`src/rtl/i2c_switch_responder.sv`:
```
// I2C target emulating an ADG715 analog switch: one 8-bit switch register,
// written and read back over a synchronized, glitch-filtered SCL/SDA pair.
module i2c_switch_responder #(
    parameter logic [4:0]  BASE_ADDR   = 5'b10010,
    parameter int unsigned SYNC_STAGES = 2,
    parameter int unsigned FILTER_LEN  = 3,
    parameter logic [7:0]  RESET_STATE = 8'h00
) (
    input  logic       clk,
    input  logic       reset,
    input  logic       scl_in,
    input  logic       sda_in,
    output logic       sda_oe,
    input  logic [1:0] addr_pins,
    output logic [7:0] switch_state,
    output logic       write_strobe,
    output logic       busy
);

    localparam int unsigned CntW = $clog2(FILTER_LEN + 1);

    typedef enum logic [2:0] {
        StIdle,
        StAddr,
        StAckW,
        StAckR,
        StWrData,
        StRdData,
        StIgnore
    } state_e;

    logic [SYNC_STAGES-1:0] scl_sync_q, sda_sync_q;
    logic                   scl_s, sda_s;
    logic [CntW-1:0]        scl_cnt_q, scl_cnt_d, sda_cnt_q, sda_cnt_d;
    logic                   scl_f_q, scl_f_d, sda_f_q, sda_f_d;
    logic                   scl_rise, scl_fall, start_evt, stop_evt;

    state_e     state;
    logic [3:0] bit_cnt;
    logic [7:0] shift_q;
    logic       ack_drv;
    logic [2:0] rd_idx;
    logic [6:0] dev_addr;

    assign scl_s    = scl_sync_q[SYNC_STAGES-1];
    assign sda_s    = sda_sync_q[SYNC_STAGES-1];
    assign dev_addr = {BASE_ADDR, addr_pins};
    assign rd_idx   = 3'd7 - bit_cnt[2:0];

    always_ff @(posedge clk or posedge reset) begin
        if (reset) begin
            scl_sync_q <= '1;
            sda_sync_q <= '1;
            scl_cnt_q  <= '0;
            sda_cnt_q  <= '0;
            scl_f_q    <= 1'b1;
            sda_f_q    <= 1'b1;
        end else begin
            scl_sync_q <= (scl_sync_q << 1) | SYNC_STAGES'(scl_in);
            sda_sync_q <= (sda_sync_q << 1) | SYNC_STAGES'(sda_in);
            scl_cnt_q  <= scl_cnt_d;
            sda_cnt_q  <= sda_cnt_d;
            scl_f_q    <= scl_f_d;
            sda_f_q    <= sda_f_d;
        end
    end

    // A filtered line flips on the FILTER_LEN-th consecutive differing sample.
    always_comb begin
        scl_f_d   = scl_f_q;
        scl_cnt_d = '0;
        if (scl_s != scl_f_q) begin
            if (scl_cnt_q == CntW'(FILTER_LEN - 1)) begin
                scl_f_d = scl_s;
            end else begin
                scl_cnt_d = scl_cnt_q + 1'b1;
            end
        end
    end

    always_comb begin
        sda_f_d   = sda_f_q;
        sda_cnt_d = '0;
        if (sda_s != sda_f_q) begin
            if (sda_cnt_q == CntW'(FILTER_LEN - 1)) begin
                sda_f_d = sda_s;
            end else begin
                sda_cnt_d = sda_cnt_q + 1'b1;
            end
        end
    end

    // Events come from the filter's next state so the FSM reacts on the flip edge.
    assign scl_rise  = scl_f_d & ~scl_f_q;
    assign scl_fall  = ~scl_f_d & scl_f_q;
    assign start_evt = ~sda_f_d & sda_f_q & scl_f_q & scl_f_d;
    assign stop_evt  = sda_f_d & ~sda_f_q & scl_f_q & scl_f_d;

    always_ff @(posedge clk or posedge reset) begin
        if (reset) begin
            state        <= StIdle;
            busy         <= 1'b0;
            sda_oe       <= 1'b0;
            switch_state <= RESET_STATE;
            write_strobe <= 1'b0;
            bit_cnt      <= '0;
            shift_q      <= '0;
            ack_drv      <= 1'b0;
        end else begin
            write_strobe <= 1'b0;
            if (stop_evt) begin
                state   <= StIdle;
                busy    <= 1'b0;
                sda_oe  <= 1'b0;
                ack_drv <= 1'b0;
                bit_cnt <= '0;
            end else if (start_evt) begin
                state   <= StAddr;
                busy    <= 1'b1;
                sda_oe  <= 1'b0;
                ack_drv <= 1'b0;
                bit_cnt <= '0;
            end else begin
                case (state)
                    StIdle: ;
                    StAddr: begin
                        if (scl_rise) begin
                            shift_q <= {shift_q[6:0], sda_f_d};
                            if (bit_cnt == 4'd7) begin
                                bit_cnt <= '0;
                                if (shift_q[6:0] == dev_addr) begin
                                    state <= sda_f_d ? StAckR : StAckW;
                                end else begin
                                    state <= StIgnore;
                                end
                            end else begin
                                bit_cnt <= bit_cnt + 4'd1;
                            end
                        end
                    end
                    StAckW, StAckR: begin
                        if (scl_fall) begin
                            if (!ack_drv) begin
                                sda_oe  <= 1'b1;
                                ack_drv <= 1'b1;
                            end else begin
                                ack_drv <= 1'b0;
                                bit_cnt <= '0;
                                if (state == StAckW) begin
                                    sda_oe <= 1'b0;
                                    state  <= StWrData;
                                end else begin
                                    shift_q <= switch_state;
                                    sda_oe  <= ~switch_state[7];
                                    state   <= StRdData;
                                end
                            end
                        end
                    end
                    StWrData: begin
                        if (scl_rise) begin
                            shift_q <= {shift_q[6:0], sda_f_d};
                            if (bit_cnt == 4'd7) begin
                                switch_state <= {shift_q[6:0], sda_f_d};
                                write_strobe <= 1'b1;
                                bit_cnt      <= '0;
                                state        <= StAckW;
                            end else begin
                                bit_cnt <= bit_cnt + 4'd1;
                            end
                        end
                    end
                    StRdData: begin
                        // bit_cnt counts controller sample edges; 8 means the ACK slot.
                        if (scl_rise) begin
                            if (bit_cnt == 4'd8) begin
                                if (!sda_f_d) begin
                                    shift_q <= switch_state;
                                    bit_cnt <= '0;
                                end else begin
                                    state <= StIgnore;
                                end
                            end else begin
                                bit_cnt <= bit_cnt + 4'd1;
                            end
                        end else if (scl_fall) begin
                            sda_oe <= (bit_cnt == 4'd8) ? 1'b0 : ~shift_q[rd_idx];
                        end
                    end
                    StIgnore: sda_oe <= 1'b0;
                    default:  state <= StIdle;
                endcase
            end
        end
    end

endmodule

```
`config.mk`:
```
export PLATFORM = sky130hd
export DESIGN_NAME = i2c_switch_responder
export DESIGN_NICKNAME = d
export VERILOG_FILES = /design/src/rtl/i2c_switch_responder.sv
export SDC_FILE = /design/constraint.sdc
export NUM_CORES = 1
export LEC_CHECK = 0
export CAP_MARGIN = 25
export CORE_MARGIN = 1.5
export CORE_UTILIZATION = 40
export DETAILED_ROUTE_END_ITERATION = 8
export DONT_BUFFER_PORTS = 1
export PLACE_DENSITY = 0.64
export SETUP_SLACK_MARGIN = 0.15
export SYNTH_ARGS = -nofsm -noshare
export SYNTH_HDL_FRONTEND = slang
export SYNTH_SLANG_ARGS = --single-unit
export TNS_END_PERCENT = 100
```
`constraint.sdc`:
```
create_clock -name clk -period 4.9 [get_ports clk]
set_input_delay 0.98 -clock clk [delete_from_list [all_inputs] [get_ports clk]]
set_output_delay 0.98 -clock clk [all_outputs]
set_load 0.02 [all_outputs]
```
==> flow_summary.ini, run 1 <==
[outcome]
status = completed

[clock_tree]
clkSlewWorstSetupHoldPaths_ns = 0.07
post_cts_buffers = 0
root_buffer = clkbuf_8
cts_hold_buf = 0
cts_tree = yes
numCtsBuffers = 5
cts_max_level = 2
ctsResizeCount = 0
clk_latency_ns = 0.29
cts_sinks = 37
clockBufferDepth = 2

[global_route]
grt_usage_pct = 16.0
overflow = 0
grt_pass1_wl_mm = 6.54
antenna_found_initial = 0
grt_max_degree = 38
grt_pass1_vias = 1391

[critical_path]
required_ns = 5.07
cp-start-kind = flop
r2r_cells = 5
path_buf_inv = 0
cpPeakStageDelay_ns = 0.65
critical_path_class = reg2reg
cp_top_family = compound AO/OA/AOI/OAI gates
critical_path_arrival_ns = 2.58
path_cells = and4bb_1 > maj3_1 > a32oi_1 > a2111oi_4 > mux2_2
crit_slowest_cell = a2111oi_4
reg2reg_to = shift_q[0]
reg2reg_slack_ns = 2.49
endpoint_kind = flop
crit_fanout = 8
rr_startpoint = scl_sync_q[1]

[sta]
finalSetupViolCount = 0
max_clock_freq_mhz = 415
finalClockSkew_ns = 0.00770
min_period_ns = 2.41
tightest_slew_ns = 0.821
max-slew-margin-rel_pct = 45.1
slew_violations = 0
finalSetupTns_ns = 0
fin_crit_sh_pct = 49.2
grt_setup_unrepaired = false
hold_viol_final = 0

[place]
port_buffers = 0
placed_cells = 254
dpl.hpwl_mm = 2.70
gp_congestion = 0.842

[synth]
synth-edff-count = 0
syn-cell-area_sq_um = 1990
yosys.area_share.adder_pct = 1.76
ys_seq_area_share_pct = 46.9
synth_nets = 200
synth_top_family_by_area = simple AND/OR/NAND/NOR gates
synth_flop_cell = dfrtp_1
synth_cell_types = 49
synth_top_area_share_pct = 39.0
synth_area_leaders = dfrtp_1 (39%), mux2_2 (9.6%), dfstp_2 (7.9%)
synthCells = 192
synth_compound_area_share_pct = 13.1
synthSimpleGateAreaFrac_pct = 19.3
yosysTopAreaCell = dfrtp_1
synth_xor_xnor_area_share_pct = 2.64
synthArstFlopShare_pct = 100
ys_warn_count = 0
synth.most_common_cell = nand2_1
ys_ff_latch = 37
avgSynthCellArea_sq_um = 10.4
synthTopCellsByCount = nand2_1 (32), dfrtp_1 (31), mux2_2 (17)
synthMuxAreaShare_pct = 12.9

[cells_and_area]
area_growth_pct = 7.61
drive_gt1_share_pct = 17.9
nFillCells = 469
diodes = 0
final_nets = 202
final_cells = 262

[run]
cap_viol_max_count = 0

[detailed_routing]
first_pass_iters = 4
drt_iter0_drc = 66
vias_per_cell = 5.37
wire_per_inst_um = 14.8
drc = 0
final_antenna_net_count = 0
vias = 1407
wirelength_mm = 3.87

[hold_path]
worstHoldPathCells = 0
hold_path.class = reg2reg
hp-start = scl_sync_q[0]
worst_hold_path.endpoint = scl_sync_q[1]

[power]
p_seq_share_pct = 49.2
swShare_pct = 33.3
p_leak_nw = 0.927
switchingPower_mw = 0.283
p_int_mw = 0.565
combPwrFrac_pct = 25.3
p_per_area_nw_per_um2 = 396
pwr-share-clk_pct = 25.5
ir_drop_uv = 240

[floorplan]
rows = 25
die_area_sq_um = 5410
ios = 17
core-area_sq_um = 4750
die_h_um = 73.5
start_util_pct = 41.9
die_x_um = 73.5
## worst register-to-register path: cells and delay by family, from the launching register on
| kind | cells | cell delay (ns) |
|---|---|---|
| simple gates | 1 | 0.35 |
| fa+ha+maj | 1 | 0.22 |
| compound gates | 2 | 0.73 |
| flops | 1 | 0.58 |
| mux | 1 | 0.41 |
## layout make-up
type | count | area (sq um) | area share, %
clock buffer | 8 | 90.1 | 4.21
inverter | 10 | 37.5 | 1.75
multi-input combinational | 139 | 990 | 46.2
sequential | 37 | 933 | 43.6
tap | 67 | 83.8 | 3.91
timing repair buffer | 1 | 7.51 | 0.350
## layout by cell type (no fill, tap or decap), drive strengths merged, types with 3 or more instances in the layout
cell,count
nor2b,3
o21ai,7
o31ai,3
nand3b,4
a21oi,11
xnor2,3
nand3,4
clkbuf,8
dfstp,6
xor2,3
nand2,32
nand2b,4
dfrtp,31
mux2,17
inv,8
nor3b,3
nor2,8
## state kept, by name, summed over array words and instances, names as in the netlist
register / flops
shift_q: 8
bit_cnt: 4
scl_f_q: 1
scl_sync_q: 2
scl_cnt_q: 2
sda_f_q: 1
write_strobe: 1
switch_state: 8
sda_cnt_q: 2
busy: 1
ack_drv: 1
sda_oe: 1
state: 3
sda_sync_q: 2
## stage by stage
step | hold slack (ns) | util (%) | setup WS, ns | total power, mW | instance area, sq um
finish | 0.351 | 45.1 | 2.49 | 0.848 | 2140
floorplan | 0.345 | - | 2.76 | 0.588 | 1990
detailed placement | 0.348 | 43.2 | 2.49 | 0.638 | 2050
global placement | 0.346 | 43.2 | 2.54 | 0.634 | 2050
CTS | 0.356 | 45.1 | 2.47 | 0.858 | 2140
global route | 0.358 | 45.1 | 2.31 | 0.896 | 2140
## routing by layer
metal | share of wire (%) | GRT usage [%] | routed length (um)
met5 | 0 | 0 | 0
met4 | 1.8 | 7.00 | 71
met3 | 4.9 | 3.98 | 189
met2 | 43 | 23.7 | 1680
met1 | 50 | 22.2 | 1930
## logic make-up (layout without fill, tap and decap cells)
logic type | Yosys count | in the layout
buf+inv | 16 | 19
fa+ha+maj | 3 | 3
flops | 37 | 37
xor+xnor | 6 | 6
simple gates | 73 | 73
compound gates | 36 | 36
mux | 21 | 21
## worst max path at each step
stage / startpoint / end / slack [ns] / depth (start not counted)
final: scl_sync_q[1] / shift_q[0] / 2.49 / 5
after global placement: scl_sync_q[1] / shift_q[6] / 2.54 / 5
after detailed placement: scl_sync_q[1] / shift_q[0] / 2.49 / 5
after global routing: scl_sync_q[1] / shift_q[7] / 2.31 / 5
after floorplan: scl_sync_q[1] / shift_q[0] / 2.76 / 6
after CTS: scl_sync_q[1] / shift_q[0] / 2.47 / 5
## power groups by stage
stage	clock network [mW]	registers (mW)	logic, mW
after floorplan	0	0.389	0.200
after global placement	0	0.420	0.213
after detailed placement	0	0.422	0.216
after CTS	0.225	0.417	0.216
after global routing	0.233	0.425	0.237
final	0.216	0.417	0.215
Note: power is estimated with default switching activity, not from simulation.
==> run 2, diff against run 1 <==
==> constraint.sdc (replaced) <==
create_clock -name clk -period 2.52 [get_ports clk]
set_input_delay 0.504 -clock clk [delete_from_list [all_inputs] [get_ports clk]]
set_output_delay 0.504 -clock clk [all_outputs]
set_load 0.02 [all_outputs]
==> run 2 against run 1 <==
Power grew 97%. Final cell count increased by 2.3%. Wire length up 5.2%. Hold slack worse by 0.15 ns. Sequential power up 87%. Non-clock buffer count rose by 6. Flip-flop and latch count did not move. Sequential share of layout area shrank 0.75 points. Combinational power grew 130%. Setup slack worse by 2.2 ns. Critical path depth is the same. Largest power group unchanged.
==> flow_summary.ini, run 2 (synthesized netlist as in run 1, its figures left out) <==
[outcome]
status = completed

[critical_path]
reg2reg_slack_ns = 0.24
r2r_cells = 5
cp-start-kind = flop
endpoint_kind = flop
cp-startpoint = scl_sync_q[1]
crit_end = shift_q[1]
critical_path_arrival_ns = 2.45
reg2reg_to = shift_q[1]
required_ns = 2.69
rr_startpoint = scl_sync_q[1]
critical_path_class = reg2reg
crit_fanout = 8

[cells_and_area]
drive_gt1_share_pct = 20.9
area_growth_pct = 9.49
regArea_sq_um = 933
final_nets = 208
reg_top3 = shift_q: 8 flops, switch_state: 8 flops, bit_cnt: 4 flops
diodes = 0
nFillCells = 463
final_cell_mix = nand2_1 (32), dfrtp_1 (31), mux2_2 (17)
final_cells = 268
final_common_cell = nand2_1
multi_input_area_sq_um = 990

[power]
p_leak_nw = 0.957
ir_drop_uv = 369
p_per_area_nw_per_um2 = 767
total_power_mw = 1.67

[place]
dpl.hpwl_mm = 2.83
place_ws_ns = 0.245
placed_cells = 260
port_buffers = 0
gp_congestion = 0.801

[sta]
min_period_ns = 2.28
finalSetupViolCount = 0
slew_violations = 0
hold_viol_final = 0
max-slew-margin-rel_pct = 49.2
grt_setup_unrepaired = false
tightest_slew_ns = 0.759
finalClockSkew_ns = 0.00869
layout_setup_ws_ns = 0.242
fin_crit_sh_pct = 90.4
max_clock_freq_mhz = 439
finalSetupTns_ns = 0
hold_ws_ns = 0.200

[global_route]
antenna_found_initial = 0
overflow = 0
grt_usage_pct = 16.9
grt_max_degree = 38
grt_pass1_vias = 1426
grt_pass1_wl_mm = 6.91

[floorplan]
die_h_um = 73.5
die_area_sq_um = 5410
die_x_um = 73.5
ios = 17
core-area_sq_um = 4750
start_util_pct = 41.9
rows = 25

[detailed_routing]
first_pass_iters = 4
vias = 1448
final_antenna_net_count = 0
wire_per_inst_um = 15.2
wirelength_mm = 4.07
vias_per_cell = 5.40
drt_iter0_drc = 120
drc = 0

[clock_tree]
clk_latency_ns = 0.29
post_cts_buffers = 0
cts_hold_buf = 0
cts_tree = yes
root_buffer = clkbuf_8
clockBufferDepth = 2
clkSlewWorstSetupHoldPaths_ns = 0.08
numCtsBuffers = 5
ctsResizeCount = 0
cts_max_level = 2
cts_sinks = 37

[hold_path]
hold_path.class = in2async

[run]
cap_viol_max_count = 0
-- run 2: cell types whose count changed in the layout (fill, tap and decap cells not counted), sizes merged --
cell,change
clkinv,+2
clkbuf,-2
buf,+6
-- run 2: worst max-delay path, cell delays in order, from the launching register on --
cell and delay [ns]:
dfstp_2 0.58, and4bb_1 0.24, maj3_1 0.17, a32oi_1 0.08
a2111oi_4 0.68, mux2_2 0.41
-- run 2: final cells by class --
cell class | instances | share of cell area (%)
Tap cell | 67 | 3.85
Inverter | 10 | 1.72
Clock inverter | 2 | 0.459
Timing Repair Buffer | 7 | 2.41
Clock buffer | 6 | 3.33
Sequential cell | 37 | 42.8
Multi-Input combinational cell | 139 | 45.4
-- run 2: report_power, final --
part           internal, mW  switching (mW)  total (mW)
registers             0.684          0.0954       0.779
logic                 0.221           0.270       0.491
clock network         0.192           0.210       0.401
total                  1.10           0.575        1.67
-- run 2: worst min-delay path by stage --
| stage | depth (start not counted) | endpoint | from |
|---|---|---|---|
| after global placement | 0 | sda_sync_q[1] | sda_sync_q[0] |
| final | 2 | scl_cnt_q[1] | reset |
| after floorplan | 0 | scl_sync_q[1] | scl_sync_q[0] |
| after CTS | 0 | sda_sync_q[0] | sda_in |
| after global routing | 0 | sda_sync_q[0] | sda_in |
| after detailed placement | 0 | sda_sync_q[1] | sda_sync_q[0] |
-- run 2: through the flow --
| stage | util, % | cell area, sq um |
|---|---|---|
| finish | 45.8 | 2180 |
| global route | 45.8 | 2180 |
| CTS | 45.8 | 2180 |
| detailed placement | 44.1 | 2100 |
| global placement | 44.1 | 2100 |
| floorplan | - | 1990 |
-- run 2: metal layers --
metal	track usage (%)	wire length (um)
met5	0	0
met2	25.4	1820
met3	5.21	197
met4	5.56	65
met1	23.3	1990
==> run 3, diff against run 2 <==
--- a/config.mk
+++ b/config.mk
@@ -5,6 +5,7 @@
 export SDC_FILE = /design/constraint.sdc
 export NUM_CORES = 1
 export LEC_CHECK = 0
+export ABC_AREA = 1
 export CAP_MARGIN = 25
 export CORE_MARGIN = 1.5
 export CORE_UTILIZATION = 40
==> constraint.sdc (replaced) <==
create_clock -name clk -period 2.62 [get_ports clk]
set_input_delay 0.524 -clock clk [delete_from_list [all_inputs] [get_ports clk]]
set_output_delay 0.524 -clock clk [all_outputs]
set_load 0.02 [all_outputs]
==> run 3 against run 2 <==
Setup slack improved by 0.44 ns. Combinational power rose by 120%. Non-clock buffer count fell by 6. Largest power group is now combinational cells.
==> flow_summary.ini, run 3 <==
[detailed_routing]
final_antenna_net_count = 0
drt_iter0_drc = 89
vias_per_cell = 4.89
drc = 0
vias = 1705
wirelength_mm = 4.47
wire_per_inst_um = 12.8
first_pass_iters = 4

[clock_tree]
cts_tree = yes
clkSlewWorstSetupHoldPaths_ns = 0.08
root_buffer = clkbuf_8
numCtsBuffers = 5
cts_sinks = 37
ctsResizeCount = 0
post_cts_buffers = 0
clockBufferDepth = 2
cts_max_level = 2
cts_hold_buf = 0
clk_latency_ns = 0.30

[floorplan]
core-area_sq_um = 5170
die_x_um = 76.8
die_area_sq_um = 5890
die_h_um = 76.8
start_util_pct = 42.1
ios = 17
rows = 26

[cells_and_area]
diodes = 0
area_growth_pct = 7.53
multi_input_area_sq_um = 1080
nFillCells = 515
final_common_cell = nand2_1
final_cell_mix = nand2_1 (81), dfrtp_1 (31), nor2_1 (24)
reg_top3 = shift_q: 8 flops, switch_state: 8 flops, bit_cnt: 4 flops
utilization_pct = 45.3
drive_gt1_share_pct = 23.7
final_nets = 286
regArea_sq_um = 933

[sta]
layout_setup_ws_ns = 0.686
hold_viol_final = 0
finalSetupViolCount = 0
grt_setup_unrepaired = false
max-slew-margin-rel_pct = 69.2
finalClockSkew_ns = 0.0128
slew_violations = 0
fin_crit_sh_pct = 73.8
min_period_ns = 1.93
max_clock_freq_mhz = 517
tightest_slew_ns = 0.460
finalSetupTns_ns = 0

[synth]
synthCells = 275
synthArstFlopShare_pct = 100
ys_ff_latch = 37
synth_top_area_share_pct = 35.6
ys_seq_area_share_pct = 42.9
synth_nets = 283
synth.most_common_cell = nand2_1
synth_cell_types = 30
syn-cell-area_sq_um = 2180
synth_area_leaders = dfrtp_1 (36%), nand2_1 (14%), dfstp_2 (7.2%)
yosysTopAreaCell = dfrtp_1
ys_warn_count = 0
synth-edff-count = 0
synthTopCellsByCount = nand2_1 (81), dfrtp_1 (31), nor2_1 (24)
avgSynthCellArea_sq_um = 7.92
synth_flop_cell = dfrtp_1

[place]
port_buffers = 0
dpl.hpwl_mm = 3.30
gp_congestion = 0.869
place_ws_ns = 0.725

[critical_path]
critical_path_arrival_ns = 2.12
endpoint_kind = flop
cp-start-kind = flop
r2r_cells = 8
required_ns = 2.80
reg2reg_slack_ns = 0.69
reg2reg_to = switch_state[1]
crit_end = switch_state[1]
cp-startpoint = bit_cnt[0]
critical_path_class = reg2reg
crit_fanout = 13
rr_startpoint = bit_cnt[0]

[global_route]
grt_max_degree = 38
grt_pass1_vias = 1584
grt_usage_pct = 16.8
overflow = 0
grt_pass1_wl_mm = 7.77
antenna_found_initial = 0

[power]
p_per_area_nw_per_um2 = 1070
p_leak_nw = 1.13
ir_drop_uv = 423

[hold_path]
hold_path.class = in2async

[run]
cap_viol_max_count = 0

[outcome]
status = completed
[run 3: kinds of logic after synthesis]
kind of cell / after synthesis / synth area share (%)
fa+ha+maj: 2 / 1.15
xor+xnor: 4 / 1.61
compound gates: 35 / 10.9
simple gates: 162 / 35.6
mux: 1 / 0.460
buf+inv: 34 / 7.36
flops: 37 / 42.9
[run 3: cell type report]
| cell class | count | share of cell area, % |
|---|---|---|
| clock inverters | 2 | 1.60 |
| well taps | 70 | 3.74 |
| flip-flops and latches | 37 | 39.9 |
| repair buffers | 1 | 0.321 |
| multi-input cells | 204 | 46.3 |
| inverters | 29 | 4.65 |
| clock buffers | 6 | 3.53 |
[run 3: worst max-delay path: stages (launching register included)]
cell and delay [ns]:
dfrtp_1 0.53, ha_1 0.24, nand2_1 0.07, nor2_2 0.13, inv_1 0.07, nor3_2 0.36, inv_2 0.25, nand2_1 0.13
o21ai_2 0.05
[run 3: worst min-delay path by stage]
stage / startpoint / endpoint / slack [ns] / cells past startpoint
floorplan: scl_sync_q[0] / scl_sync_q[1] / 0.35 / 0
global placement: sda_sync_q[0] / sda_sync_q[1] / 0.35 / 0
detailed placement: scl_sync_q[0] / scl_sync_q[1] / 0.35 / 0
CTS: scl_in / scl_sync_q[0] / 0.21 / 0
global route: scl_in / scl_sync_q[0] / 0.21 / 0
finish: reset / sda_cnt_q[1] / 0.21 / 2
[run 3: layer usage]
metal	vias to the layer above	part of all wire [%]	GRT usage, %
met5	-	0	0
met4	0	1.7	6.11
met3	6	5.3	3.81
met2	49	43	24.7
met1	779	50	24.1
li1	871	-	-
[run 3: per-stage QoR]
| stage | area [sq um] | instances | hold WS, ns | power, mW |
|---|---|---|---|---|
| finish | 2340 | 349 | 0.214 | 2.50 |
| global route | 2340 | 349 | 0.206 | 2.71 |
| CTS | 2340 | 349 | 0.214 | 2.51 |
| detailed placement | 2220 | 341 | 0.347 | 1.97 |
| global placement | 2220 | 341 | 0.345 | 1.97 |
| floorplan | 2180 | 275 | 0.345 | 1.82 |
[run 3: where the power goes]
group | switching (mW) | internal [mW] | total, mW
clock | 0.220 | 0.310 | 0.529
sequential | 0.189 | 0.719 | 0.909
combinational | 0.711 | 0.353 | 1.06
total | 1.12 | 1.38 | 2.50
